$ cat src/rtl/reg_bank_pkg.sv
// Shared constants for the register bank: register indices, constant-generator
// values, PC lower limit and FSM state encoding.
package reg_bank_pkg;

  localparam int PC_IDX = 0;
  localparam int SP_IDX = 1;
  localparam int SR_IDX = 2;
  localparam int CG_IDX = 3;

  localparam logic [15:0] PC_MIN   = 16'h0200;
  localparam logic [15:0] CG_ONE   = 16'h0001;
  localparam logic [15:0] CG_TWO   = 16'h0002;
  localparam logic [15:0] CG_FOUR  = 16'h0004;
  localparam logic [15:0] CG_EIGHT = 16'h0008;

  typedef enum logic [1:0] {
    ST_RESET = 2'd0,
    ST_CLEAR = 2'd1,
    ST_RUN   = 2'd2
  } state_t;

endpackage

$ cat src/rtl/reg_bank_cg.sv
// Constant generator: overrides the source read for SR (as != 0) and CG
// register indices with fixed constants.
module reg_bank_cg
  import reg_bank_pkg::*;
#(
  parameter int DATA_W = 16,
  parameter int ADDR_W = 4
) (
  input  logic [1:0]        as,
  input  logic [ADDR_W-1:0] sa,
  input  logic [DATA_W-1:0] stored,
  output logic [DATA_W-1:0] sout
);

  always_comb begin
    sout = stored;
    if (sa == ADDR_W'(CG_IDX)) begin
      case (as)
        2'b00:   sout = '0;
        2'b01:   sout = DATA_W'(CG_ONE);
        2'b10:   sout = DATA_W'(CG_TWO);
        default: sout = '1;
      endcase
    end else if (sa == ADDR_W'(SR_IDX)) begin
      case (as)
        2'b01:   sout = '0;
        2'b10:   sout = DATA_W'(CG_FOUR);
        2'b11:   sout = DATA_W'(CG_EIGHT);
        default: sout = stored;
      endcase
    end
  end

endmodule

$ cat src/rtl/reg_bank.sv
// Register bank with sequenced clear after reset, two write ports plus PC/SR
// update ports. Optional same-cycle port-A read bypass under REG_BANK_BYPASS_EN.
module reg_bank
  import reg_bank_pkg::*;
#(
  parameter int DATA_W = 16,
  parameter int ADDR_W = 4
) (
  input  logic              clk,
  input  logic              rst,
  input  logic [DATA_W-1:0] rst_vec,
  input  logic [ADDR_W-1:0] sa,
  input  logic [ADDR_W-1:0] da,
  input  logic [1:0]        as,
  input  logic              we_a,
  input  logic [ADDR_W-1:0] wa_addr,
  input  logic [DATA_W-1:0] wa_data,
  input  logic              bw_a,
  input  logic              we_b,
  input  logic [ADDR_W-1:0] wb_addr,
  input  logic [DATA_W-1:0] wb_data,
  input  logic              pc_we,
  input  logic [DATA_W-1:0] pc_in,
  input  logic              sr_we,
  input  logic [DATA_W-1:0] sr_in,
  output logic [DATA_W-1:0] sout,
  output logic [DATA_W-1:0] dout,
  output logic [DATA_W-1:0] pc_out,
  output logic [DATA_W-1:0] sp_out,
  output logic [DATA_W-1:0] sr_out,
  output logic              ready
);

  localparam int NREG = 2 ** ADDR_W;

  state_t            state, state_nxt;
  logic [ADDR_W-1:0] clr_idx;
  logic [DATA_W-1:0] regs   [NREG];
  logic [DATA_W-1:0] reg_wd [NREG];
  logic [NREG-1:0]   reg_we;
  logic [DATA_W-1:0] a_val;
  logic [DATA_W-1:0] s_stored, d_stored;

  assign ready = (state == ST_RUN);
  assign a_val = bw_a ? {{(DATA_W-8){1'b0}}, wa_data[7:0]} : wa_data;

  always_comb begin
    state_nxt = state;
    case (state)
      ST_RESET: state_nxt = ST_CLEAR;
      ST_CLEAR: if (clr_idx == ADDR_W'(NREG-1)) state_nxt = ST_RUN;
      default:  state_nxt = state;
    endcase
  end

  // Per-register write select: port A over port B over the dedicated PC/SR ports.
  always_comb begin
    for (int i = 0; i < NREG; i++) begin
      reg_we[i] = 1'b0;
      reg_wd[i] = '0;
      if (state == ST_CLEAR) begin
        if (clr_idx == ADDR_W'(i)) begin
          reg_we[i] = 1'b1;
          reg_wd[i] = (i == PC_IDX) ? rst_vec : '0;
        end
      end else if (state == ST_RUN && i != CG_IDX) begin
        if (we_a && wa_addr == ADDR_W'(i)) begin
          reg_we[i] = 1'b1;
          reg_wd[i] = a_val;
        end else if (we_b && wb_addr == ADDR_W'(i)) begin
          reg_we[i] = 1'b1;
          reg_wd[i] = wb_data;
        end else if (i == PC_IDX && pc_we) begin
          reg_we[i] = 1'b1;
          reg_wd[i] = pc_in;
        end else if (i == SR_IDX && sr_we) begin
          reg_we[i] = 1'b1;
          reg_wd[i] = sr_in;
        end
        if (i == PC_IDX && reg_wd[i] < DATA_W'(PC_MIN)) reg_wd[i] = rst_vec;
      end
    end
  end

  always_ff @(posedge clk) begin
    if (rst) begin
      state            <= ST_RESET;
      clr_idx          <= '0;
      regs[PC_IDX]     <= rst_vec;
      regs[SR_IDX]     <= '0;
    end else begin
      state   <= state_nxt;
      clr_idx <= (state == ST_CLEAR) ? clr_idx + 1'b1 : '0;
      for (int i = 0; i < NREG; i++) begin
        if (reg_we[i]) regs[i] <= reg_wd[i];
      end
    end
  end

`ifdef REG_BANK_BYPASS_EN
  assign s_stored = (we_a && ready && sa == wa_addr) ? a_val : regs[sa];
  assign d_stored = (we_a && ready && da == wa_addr) ? a_val : regs[da];
`else
  assign s_stored = regs[sa];
  assign d_stored = regs[da];
`endif

  reg_bank_cg #(.DATA_W(DATA_W), .ADDR_W(ADDR_W)) u_cg (
    .as     (as),
    .sa     (sa),
    .stored (s_stored),
    .sout   (sout)
  );

  assign dout   = d_stored;
  assign pc_out = regs[PC_IDX];
  assign sp_out = regs[SP_IDX];
  assign sr_out = regs[SR_IDX];

endmodule

$ cat config.mk
export PLATFORM = sky130hd
export DESIGN_NAME = reg_bank
export DESIGN_NICKNAME = d
export VERILOG_FILES = /design/src/rtl/reg_bank_pkg.sv /design/src/rtl/reg_bank_cg.sv /design/src/rtl/reg_bank.sv
export SDC_FILE = /design/constraint.sdc
export NUM_CORES = 1
export LEC_CHECK = 0
export ABC_CLOCK_PERIOD_IN_PS = 5640
export CAP_MARGIN = 20
export CELL_PAD_IN_SITES_DETAIL_PLACEMENT = 0
export CELL_PAD_IN_SITES_GLOBAL_PLACEMENT = 2
export CORE_UTILIZATION = 39
export DETAILED_ROUTE_END_ITERATION = 7
export GPL_TIMING_DRIVEN = 0
export PLACE_DENSITY = 0.83
export SLEW_MARGIN = 20
export SYNTH_ARGS = -nofsm -noshare
export SYNTH_HDL_FRONTEND = slang
export SYNTH_SLANG_ARGS = --single-unit
$ cat constraint.sdc
create_clock -name clk -period 5.64 [get_ports clk]
set_input_delay 1.128 -clock clk [delete_from_list [all_inputs] [get_ports clk]]
set_output_delay 1.128 -clock clk [all_outputs]
set_load 0.02 [all_outputs]
# [Word level (Yosys, flattened, before mapping)]
# Memory sizes are Yosys's and may differ from the RTL's.
# Cells that the tools add are included.
[op_classes] n_reduce_logical=39 div_mod_pow=0 muxes=207 n_addsub=1 multipliers=0 bitwise_logic=3 n_lt_le_gt_ge=1 eq_ne=51 n_shift=0
[op_table] cell="2-to-1 mux 16 bit" n=72
[op_table] cell="2-to-1 mux 1 bit" n=130
[op_table] cell="== test 4 bit, second input constant" n=24
[op_table] cell="case mux 16 bit (3 select lines)" n=2
[op_table] cell="== test 4 x 3 -> 1 bit, second input constant" n=12
[op_table] cell="logical AND 1 bit" n=30
[op_table] cell="== test 4 x 2 -> 1 bit, second input constant" n=6
[op_table] cell="< comparator 16 x 10 -> 1 bit, second input constant" n=1
[op_table] cell="OR reduction 16 bit" n=1
[op_table] cell="== test 4 x 1 -> 1 bit, second input constant" n=3
[op_table] cell="zero test 4 bit" n=3
[op_table] cell="== test 2 bit, second input constant" n=3
[op_table] cell="adder 4 x 1 -> 4 bit, second input constant" n=1
[op_table] cell="== test 2 x 1 -> 1 bit, second input constant" n=2
[op_table] cell="zero test 2 bit" n=2
[op_table] cell="2-to-1 mux 4 bit" n=1
[op_table] cell="case mux 2 bit (2 select lines)" n=1
[op_table] cell="2-to-1 mux 2 bit" n=1
[op_table] cell="!= test 2 x 1 -> 1 bit, second input constant" n=1
[op_table] cell="bitwise OR 1 bit" n=2
[op_table] cell="AND reduction 2 bit" n=1
[op_table] cell="nonzero test 2 bit" n=1
[op_table] cell="OR reduction 2 bit" n=1
[op_table] cell="inverter 1 bit" n=1
[totals] latch_bits=0 input_bits=105 register_bits=6 romBits=0 mem_count=1 mem_bits_rw=256 out_inout_bits=81
[memory_table] name="regs" depth=16 width=16 rd=5 rd_ports_with_merged_regs=0 write_ports=15 line_no="reg_bank.sv:38" text="logic [DATA_W-1:0] regs [NREG];"

# [Longest topological paths before layout]
[depth] word_depth=12 ltp_mapped=9 depth_no_buf=6

# [Hierarchy]
# From an unflattened synthesis, not the netlist that was laid out.
[hier_totals] hier_cells=1533 area_unflattened_um2=15917.8
[modules_own_cells] module="reg_bank" seq_area_each_um2=7166.9 n_inst=1 cells_per_inst=1510 area_each_um2=15707.6
[modules_own_cells] module="reg_bank_cg" seq_area_each_um2=0.0 n_inst=1 cells_per_inst=23 area_each_um2=210.2

# [Worst setup path after synthesis]
# Ideal clock, no wire load.
[synth_path] kind="input to output" start="input sa[0]" end="output sout[2]" path_slack_ns=1.563 required_ns=4.512 path_buffers=2 arrival_time_ns=2.949 cell_stages=6 path_cell_list="buf_2 buf_2 mux4_2 a22o_1 a311oi_1 o21ai_0"
[synth_via] elab_chain_len=4 elab_cells_between_ends=6 cone_classes="eq/ne: 2; mux: 3; memory: 1"
[synth_lines] item="start, declared" line_no="reg_bank.sv:12" text="input logic [ADDR_W-1:0] sa,"
[synth_lines] item="memory (16 x 16 bit)"
[synth_lines] item="case mux 16 bit (3 select lines)" line_no="reg_bank_cg.sv:25" text="case (as)"
[synth_lines] item="2-to-1 mux 16 bit" line_no="reg_bank_cg.sv:24" text="end else if (sa == ADDR_W'(SR_IDX)) begin"
[synth_lines] item="2-to-1 mux 16 bit (*)" line_no="reg_bank_cg.sv:17" text="if (sa == ADDR_W'(CG_IDX)) begin"
[synth_lines] item="end, declared" line_no="reg_bank.sv:26" text="output logic [DATA_W-1:0] sout,"
# Every way passes the cells marked *; elsewhere a longest branch is shown, timed or not.

# [Worst setup path in the final report]
[layout_path] start="input da[1]" end="output dout[2]"
[layout_via] elab_chain_len=1
[layout_lines] item="start, declared" line_no="reg_bank.sv:13" text="input logic [ADDR_W-1:0] da,"
[layout_lines] item="memory (16 x 16 bit)"
[layout_lines] item="end, declared" line_no="reg_bank.sv:27" text="output logic [DATA_W-1:0] dout,"
# No other way between the ends.

==> impl_metrics.yaml <==
pwr:
  peakVddDrop_uv: 200
  p_per_area_nw_per_um2: 232
  leakage_nw: 6.33
layout:
  mostFrequentLayoutCells: "nand2_1, edfxtp_1, clkdlybuf4s50_1"
  area_growth_pct: 22.4
  diodes: 0
  final_common_cell: "nand2_1"
  finalNetCount: 1839
  design_area_um2: 19400
  drive_above_1_share_pct: 13.9
floorplan:
  initial_utilization_pct: 39.7
  die_y_um: 203
  ios: 186
  dieWidth_um: 203
  std_cell_rows: 73
  die_area_um2: 41400
  core_um2: 39800
placed_design:
  place.gp.congestion: 0.924
  numPortBuffers: 176
  dp_hpwl_mm: 51.3
  place_area_um2: 18400
worst_hold_path:
  holdPathStages: 1
  hp-start: "clr_idx[0]"
  hold_class: "flip-flop to flip-flop"
  hold_path_end: "clr_idx[0]"
critical_path:
  r2r_setup_slack_ns: 2.43
  rr_startpoint: "state[0]"
  cp-end-kind: "output port"
  cp.arrival_ns: 4.48
  setup.worst_path.start_class: "input pin"
  cp.required_ns: 4.51
  rr_endpoint: "regs[14][15]"
  crit_type: "input pin to output port"
  path_max_fanout: 10
  ff2ff_path_depth: 5
timing:
  whs_ns: 0.481
  rsz0062_at_grt: "false"
  worstMarginPinSlew_ns: 1.10
  slew_headroom_pct: 26.8
  slew_violations: 0
  hold_violations: 0
  finalCriticalPeriod_ns: 5.61
  clock_skew_ns: 0.0220
  finalSetupViolations: 0
  fmax_ghz: 0.178
  timing.final.crit_share_pct: 99.5
detailed_routing:
  drtAntennaViolNets: 0
  routed_wirelength_mm: 66.9
  wl_per_cell_um: 29.4
  drt_iter0_drc: 1666
  via_per_inst: 6.35
  first_pass_iters: 5
  route.detailed.drc: 0
  vias: 14400
clocking:
  cts.sinks: 246
  root_buffer: "clkbuf_16"
  cts_setup_buffers: 0
  numCtsBuffers: 29
  clkTransAtPathRegs_ns: 0.06
  clk-insertion-delay-late_ns: 0.57
  tritoncts: "built"
  cts-htree-levels: 1
  cts_buffer_depth: 3
  postCtsHoldBufs: 0
synth:
  synth_edf_count: 224
  yosys_warnings: 0
  synth_seq_cells: 246
  avgSynthCellArea_um2: 10.4
  ys_async_sr_fraction_pct: 0
  ys_seq_area_share_pct: 45.3
  syn_inst: 1515
  synth_cell_type_count: 59
  synth_ff_type: "edfxtp_1"
  syn_nets: 1624
  synthesis.area_um2: 15800
grt:
  grt_pass1_vias: 13800
  grt_pass1_wl_mm: 95.9
  grt_overflow: 0
  track_usage_pct: 32.2
  grt_start_max_net_pins: 17
  antenna_found_initial: 0
run:
  maxCapViolCount: 0
outcome:
  status: "finished, final reports clean"
registers in the layout, indices dropped and copies added (netlist names):
signal and cells:
regs 240, clr_idx 4, state 2
cell type report:
class / instances / area (um^2)
plain buffers: 156 / 649
clock buffers: 30 / 729
clock inverters: 21 / 171
fillers: 3773 / 20500
inverters: 5 / 18.8
multi-input cells: 1108 / 8110
flip-flops and latches: 246 / 7170
well taps: 525 / 657
repair buffers: 184 / 1850
per-stage QoR:
step | power [mW] | util [%] | instances | setup TNS, ns | setup slack [ns]
after floorplan | 2.36 | - | 1515 | 0 | 1.56
after global placement | 2.67 | 45.8 | 2216 | -10.66 | -0.380
after detailed placement | 2.68 | 46.3 | 2224 | -1.91 | -0.339
after CTS | 4.48 | 48.6 | 2275 | 0 | 0.00594
after global routing | 4.58 | 48.6 | 2275 | 0 | 0.00504
final | 4.49 | 48.6 | 2275 | 0 | 0.0281
cells in the mapped netlist (3+ instances only):
cell | n | share of area [%]
nand2_1 | 282 | 6.7
edfxtp_1 | 224 | 43
nor2_1 | 175 | 4.2
a21oi_1 | 132 | 4.2
a22oi_1 | 125 | 5.9
clkbuf_1 | 122 | 2.9
mux4_2 | 116 | 17
nand3_1 | 39 | 1.2
o21ai_0 | 35 | 1.1
dfxtp_1 | 22 | 2.8
buf_2 | 20 | 0.63
mux2i_1 | 20 | 1.3
a311oi_1 | 18 | 1.0
mux2_2 | 17 | 1.2
nor2b_1 | 17 | 0.67
a22o_1 | 13 | 0.72
and3_1 | 12 | 0.47
buf_1 | 10 | 0.24
a31oi_1 | 9 | 0.36
nand3b_1 | 8 | 0.38
nand2b_1 | 7 | 0.28
o211ai_1 | 7 | 0.33
o31ai_1 | 7 | 0.33
nor3_1 | 6 | 0.19
o2bb2ai_1 | 6 | 0.33
a32o_1 | 5 | 0.32
inv_1 | 5 | 0.12
o21ai_1 | 5 | 0.16
ha_1 | 4 | 0.32
mux2_4 | 4 | 0.38
nand4_1 | 4 | 0.16
or4_1 | 3 | 0.14
kinds of logic (layout without fill, tap and decap cells):
kind of cell | Yosys count | count (layout) | synth area share, %
buffers and inverters | 161 | 396 | 4.15
DFF | 246 | 246 | 45.3
AOI/OAI and AO/OA | 373 | 373 | 15.4
xor gates and xnor gates | 2 | 2 | 0.111
adders and majority gates | 4 | 4 | 0.317
and+or+nand+nor | 572 | 572 | 15.3
muxes | 157 | 157 | 19.4
worst max path at each step:
stage,from,to
6_report,da[1],dout[2]
5_1_grt,da[1],dout[2]
4_1_cts,da[0],dout[5]
3_5_place_dp,da[0],dout[13]
3_3_place_gp,we_a,regs[1][11]
2_1_floorplan,sa[0],sout[2]
worst max-delay path: stages:
cell,delay (ns)
clkdlybuf4s50_1,0.50
clkbuf_1,0.48
clkbuf_1,0.78
mux4_2,0.45
mux4_2,0.55
clkdlybuf4s50_1,0.58
report_power, final:
| group | switching (mW) | total, mW | internal, mW |
|---|---|---|---|
| clock | 0.814 | 1.84 | 1.03 |
| combinational | 0.392 | 0.660 | 0.268 |
| sequential | 0.0132 | 1.99 | 1.97 |
routing by layer:
layer,GRT usage [%],routed length (um)
met1,45.1,27600
met2,51.6,31300
met5,0,0
met3,3.04,5260
met4,12.7,2770
what timing repair did:
item / 4_1_cts / 5_1_grt
cloned: 0 / 0
setup endpoints to repair: 13 / 15
resized for setup: 4 / 4
pin swaps: 0 / 0
Power figures use the tool's default switching activity.
